### src/rtl/chorus_sweep_ctrl_if.sv
// Codec-side and buffer-side signal bundle for the chorus sweep controller.
// The controller takes the slave view; whoever drives samples and reads the
// buffer controls takes the master view.
interface chorus_sweep_ctrl_if;
  logic        sampleValid;
  logic [15:0] rateDiv;
  logic        freeze;
  logic        clearOverrun;
  logic        enable;
  logic [15:0] delay;
  logic        outValid;
  logic        sweepDir;
  logic        overrun;

  modport master (
    output sampleValid, rateDiv, freeze, clearOverrun,
    input  enable, delay, outValid, sweepDir, overrun
  );

  modport slave (
    input  sampleValid, rateDiv, freeze, clearOverrun,
    output enable, delay, outValid, sweepDir, overrun
  );
endinterface

### src/rtl/chorus_sweep_ctrl.sv
// Chorus delay-line sequencer: turns each codec sample strobe into a one-cycle
// buffer enable followed by a one-cycle output-valid flag, and sweeps the
// buffer delay as a triangle LFO between MIN_DELAY and MAX_DELAY.
module chorus_sweep_ctrl #(
  parameter int unsigned MIN_DELAY   = 441,
  parameter int unsigned MAX_DELAY   = 1323,
  parameter int unsigned BUFFER_SIZE = 44100
) (
  input logic                clk,
  input logic                resetn,
  chorus_sweep_ctrl_if.slave bus
);

  // A zero minimum would make the buffer pass the dry signal; the upper bound
  // must fit both the buffer depth and the 16-bit delay port.
  if (MIN_DELAY < 1 || MIN_DELAY >= MAX_DELAY || MAX_DELAY >= BUFFER_SIZE ||
      MAX_DELAY > 65535) begin : g_bad_params
    $error("chorus_sweep_ctrl: need 1 <= MIN_DELAY < MAX_DELAY < BUFFER_SIZE");
  end

  localparam logic [15:0] MIN_D = 16'(MIN_DELAY);
  localparam logic [15:0] MAX_D = 16'(MAX_DELAY);

  typedef enum logic [1:0] {
    IDLE  = 2'd0,
    ISSUE = 2'd1,
    DONE  = 2'd2
  } state_t;

  state_t      state;
  logic        enable_q;
  logic        out_valid_q;
  logic [15:0] delay_q;
  logic        sweep_dir_q;
  logic [15:0] step_cnt;
  logic        overrun_q;

  // Sequencer, overrun flag and LFO in one registered process.
  // NOTE: non-blocking assignments throughout, so every branch reads the
  // pre-edge values and statement order only matters for overlapping writes
  // to the same register (used deliberately for the overrun set/clear).
  always_ff @(posedge clk or negedge resetn) begin
    if (!resetn) begin
      state       <= IDLE;
      enable_q    <= 1'b0;
      out_valid_q <= 1'b0;
      delay_q     <= MIN_D;
      sweep_dir_q <= 1'b1;
      step_cnt    <= 16'd0;
      overrun_q   <= 1'b0;
    end else begin
      // The set is written last so it wins over a simultaneous clear.
      if (bus.clearOverrun) overrun_q <= 1'b0;
      if (bus.sampleValid && state != IDLE) overrun_q <= 1'b1;

      case (state)
        IDLE: begin
          if (bus.sampleValid) begin
            state    <= ISSUE;
            enable_q <= 1'b1;
          end
        end

        ISSUE: begin
          state       <= DONE;
          enable_q    <= 1'b0;
          out_valid_q <= 1'b1;
          // One LFO tick per processed sample; the delay moves only here,
          // i.e. after the buffer has captured with the old value.
          if (!bus.freeze) begin
            if (bus.rateDiv == 16'd0) begin
              step_cnt <= 16'd0;
            end else if (step_cnt >= bus.rateDiv - 16'd1) begin
              step_cnt <= 16'd0;
              if (sweep_dir_q) begin
                if (delay_q >= MAX_D) begin
                  sweep_dir_q <= 1'b0;
                  delay_q     <= delay_q - 16'd1;
                end else begin
                  delay_q <= delay_q + 16'd1;
                end
              end else begin
                if (delay_q <= MIN_D) begin
                  sweep_dir_q <= 1'b1;
                  delay_q     <= delay_q + 16'd1;
                end else begin
                  delay_q <= delay_q - 16'd1;
                end
              end
            end else begin
              step_cnt <= step_cnt + 16'd1;
            end
          end
        end

        DONE: begin
          state       <= IDLE;
          out_valid_q <= 1'b0;
        end

        default: begin
          state       <= IDLE;
          enable_q    <= 1'b0;
          out_valid_q <= 1'b0;
        end
      endcase
    end
  end

  // Registered state drives the buffer ports directly.
  assign bus.enable   = enable_q;
  assign bus.outValid = out_valid_q;
  assign bus.delay    = delay_q;
  assign bus.sweepDir = sweep_dir_q;
  assign bus.overrun  = overrun_q;

endmodule

### src/flat_wrapper.sv
// flat-port wrapper written by rule: the top's interface ports become plain ports
module chorus_sweep_ctrl_flat 
#(
  parameter int unsigned MIN_DELAY   = 441,
  parameter int unsigned MAX_DELAY   = 1323,
  parameter int unsigned BUFFER_SIZE = 44100
)
  (clk, resetn, bus_sampleValid, bus_rateDiv, bus_freeze, bus_clearOverrun, bus_enable, bus_delay, bus_outValid, bus_sweepDir, bus_overrun);
  chorus_sweep_ctrl_if bus_i ();
  input logic clk;
  input logic resetn;
  input wire logic [$bits(bus_i.sampleValid)-1:0] bus_sampleValid;
  input wire logic [$bits(bus_i.rateDiv)-1:0] bus_rateDiv;
  input wire logic [$bits(bus_i.freeze)-1:0] bus_freeze;
  input wire logic [$bits(bus_i.clearOverrun)-1:0] bus_clearOverrun;
  output wire logic [$bits(bus_i.enable)-1:0] bus_enable;
  output wire logic [$bits(bus_i.delay)-1:0] bus_delay;
  output wire logic [$bits(bus_i.outValid)-1:0] bus_outValid;
  output wire logic [$bits(bus_i.sweepDir)-1:0] bus_sweepDir;
  output wire logic [$bits(bus_i.overrun)-1:0] bus_overrun;
  assign bus_i.sampleValid = bus_sampleValid;
  assign bus_i.rateDiv = bus_rateDiv;
  assign bus_i.freeze = bus_freeze;
  assign bus_i.clearOverrun = bus_clearOverrun;
  assign bus_enable = bus_i.enable;
  assign bus_delay = bus_i.delay;
  assign bus_outValid = bus_i.outValid;
  assign bus_sweepDir = bus_i.sweepDir;
  assign bus_overrun = bus_i.overrun;
  chorus_sweep_ctrl #(.MIN_DELAY(MIN_DELAY), .MAX_DELAY(MAX_DELAY), .BUFFER_SIZE(BUFFER_SIZE)) u_core (.clk(clk), .resetn(resetn), .bus(bus_i));
endmodule
### config.mk
export PLATFORM = sky130hd
export DESIGN_NAME = chorus_sweep_ctrl_flat
export DESIGN_NICKNAME = d
export VERILOG_FILES = /design/src/rtl/chorus_sweep_ctrl_if.sv /design/src/rtl/chorus_sweep_ctrl.sv /design/src/flat_wrapper.sv
export SDC_FILE = /design/constraint.sdc
export NUM_CORES = 1
export LEC_CHECK = 0
export CAP_MARGIN = 20
export CORE_MARGIN = 8
export CORE_UTILIZATION = 50
export DETAILED_ROUTE_END_ITERATION = 8
export GPL_TIMING_DRIVEN = 0
export HOLD_SLACK_MARGIN = 0.1
export PLACE_DENSITY = 0.77
export SYNTH_ARGS = -nofsm -noshare
export SYNTH_HDL_FRONTEND = slang
export SYNTH_SLANG_ARGS = --single-unit
### constraint.sdc
create_clock -name clk -period 2.34 [get_ports clk]
set_input_delay 0.702 -clock clk [delete_from_list [all_inputs] [get_ports clk]]
set_output_delay 0.702 -clock clk [all_outputs]
set_load 0.01 [all_outputs]
==> out/metrics.csv <==
metric;value;unit
min_from;u_core.bus.enable;
slowest_stage;or3_4;
final_common_cell;dfrtp_1;
wl_per_cell;18.6;um
utilization;77.1;%
cp_top_family;simple AND/OR/NAND/NOR gates;
io_pins;41;
crit_type;in -> reg;
highest_layer;met4;
clock_latency;0.29;ns
globalRouteOverflowTotal;0;
dp_hpwl;5160;um
crit_required;2.51;ns
rows;27;
area.growth.synth_to_final;50.4;%
cts_buffer_depth;2;
violations;negative setup slack;
cp.buffers_inverters;5;
drt-vias-per-instance;6.19;
crit_top_cell;buf_6;
synth_compound_area_share;16.8;%
gp_congestion;0.896;
syn_area;2810;um2
grt_usage;18.1;%
drt-initial-drc-count;306;
max_stage_delay;0.42;ns
synth_edf_count;0;
ir_worst_vdd;0.607;mV
start_kind;primary input;
yosysSeqAreaShare;34.2;%
fp.dieArea;8260;um2
num_antenna_cells;0;
synthFlopType;dfrtp_1;
layout_common_cells;31 x dfrtp_1, 28 x clkdlybuf4s50_1, 27 x nor2_1, 19 x ha_1, 18 x nand2_1;
grt_pass1_vias;2567;
tightest_slew;0.885;ns
floorplan.initialDensity;51.3;%
hp-class;reg -> reg;
pwr_density_cell;706;nW/um2
ys_async_sr_fraction;100;%
cp_max_fo;5;
outcome;finished, violations left;
yosysWarnings;0;
arrival;3.69;ns
path_cells;buf_8 -> buf_6 -> nor3_4 -> nor3b_4 -> nand2_2 -> nor3_2 -> xnor2_1 -> ha_1 -> nand4_1 -> or3_4 -> a31oi_4 -> o31ai_4 -> buf_6 -> buf_12 -> buf_6 -> o21bai_4 -> xnor2_1;
tritoncts;done;
final_hold_viol_count;0;
wl_met1;3710;um
end_kind;flop;
avgSynthCellArea;8.85;um2
power_leakage;1.70;nW
htreeDepth;2;
cts_root_buf;clkbuf_8;
yosysUniqueCellTypes;50;
synth_fp_nets;359;
drc;0;
rsz0062_at_grt;yes;
die_h;90.9;um
post-route-min-period;3.52;ns
synth_cells;317;
drv_slew;0;
port_buffers;40;
r2r-start;u_core.step_cnt[0];
fp.dieW;90.9;um
wl;8650;um
synth.area.mux_share;1.47;%
startpoint;bus_rateDiv[0];
ant_nets;0;
num_vias;2886;
grt_start_max_net_pins;39;
nNetsFinal;435;
hold_slack;0.490;ns
finalSetupViolCount;33;
wl_met2;4220;um
synth_xor_area_share;8.43;%
drive_gt1_share;29.9;%
clock-sinks;38;
cts.clk_slew.worst_paths;0.08;ns
period_share;150;%
cts_made_buffers;5;
setup_ws;-1.18;ns
dr_wl_met3;602;um
fin_skew;0.00393;ns
synth_fa_ha_area_share;9.37;%
antenna_found_initial;0;
synth_top_family_by_area;simple AND/OR/NAND/NOR gates;
maxCapViolations;0;
grt_pass1_wl;12600;um
yosys.area_share.simple;25.5;%
fmax;284;MHz
coreArea;5470;um2
drt-pass1-iter-count;4;
ys_seq_elements;38;
relSlewSlack;39.5;%
path summary, 6_finish.rpt:
check / to / slack [ns] / cells after the start
worst min register to register: u_core.bus.enable / 0.49 / 1
worst max register to register: u_core.step_cnt[10] / -0.69 / 12
worst min-delay path: u_core.bus.enable / 0.49 / 1
worst max-delay path: u_core.bus.delay[6] / -1.18 / 17
min in group asynchronous: u_core.bus.delay[15] / 0.52 / 1
max in group asynchronous: u_core.bus.delay[2] / 1.29 / 1
power breakdown:
part | internal, mW | switching (mW)
registers | 0.795 | 0.166
clock network | 0.314 | 0.246
logic | 0.639 | 0.817
sequential cells by signal, summed over array words and instances, names as in the netlist:
signal	count
u_core.state	2
u_core.bus.enable	1
u_core.step_cnt	16
u_core.bus.sweepDir	1
u_core.bus.overrun	1
u_core.bus.delay	16
u_core.bus.outValid	1
per-stage QoR:
| stage | area (um2) | std cells | power [mW] | worst slack [ns] | TNS [ns] |
|---|---|---|---|---|---|
| 6_report | 4220 | 466 | 2.98 | -1.18 | -36.32 |
| 2_1_floorplan | 2970 | 317 | 1.64 | -1.12 | -32.03 |
| 3_3_place_gp | 3460 | 429 | 2.01 | -2.13 | -75.53 |
| 4_1_cts | 3860 | 455 | 2.74 | -1.16 | -33.57 |
| 3_5_place_dp | 3450 | 429 | 2.05 | -2.20 | -66.19 |
| 5_1_grt | 4220 | 466 | 3.14 | -1.29 | -39.77 |
final cells by class:
type,count,area (um2)
inverters,11,66.3
flip-flops and latches,38,960
plain buffers,14,106
clock buffers,5,68.8
well taps,72,90.1
clock inverters,3,40.0
repair buffers,69,689
fillers,369,1250
multi-input cells,254,2200
per-layer routing:
metal	global-route usage [%]	vias to the layer above
met3	3.66	14
met2	27.9	133
li1	-	1340
met4	4.91	0
met5	0	-
met1	25.0	1399
logic make-up after synthesis:
group	Yosys count
xor gates and xnor gates	27
AOI/OAI and AO/OA	71
DFF	38
buffers and inverters	25
and+or+nand+nor	132
muxes	3
adders and majority gates	21
repair_timing:
action,in CTS,in global routing
hold buffers,0,0
gates cloned,2,0
buffers inserted,16,12
setup endpoints to repair,33,33
resized for setup,68,45
pin swaps,23,24
cell usage after synthesis, drive strengths merged, types with 7 or more instances:
master  number  area share, %
a21oi       10            1.8
a31oi       25            5.6
clkbuf      10            1.3
dfrtp       31             28
dfstp        7            6.6
ha          21            9.4
inv         11            1.5
nand2       21            2.8
nand3       16            2.9
nand3b       9            2.4
nand4        8            1.8
nor2        28            3.7
nor3        16            3.0
nor4        10            2.2
o21ai       14            2.5
xnor2       17            5.3
xor2        10            3.1
No activity file was read; power rests on OpenSTA's default activity.
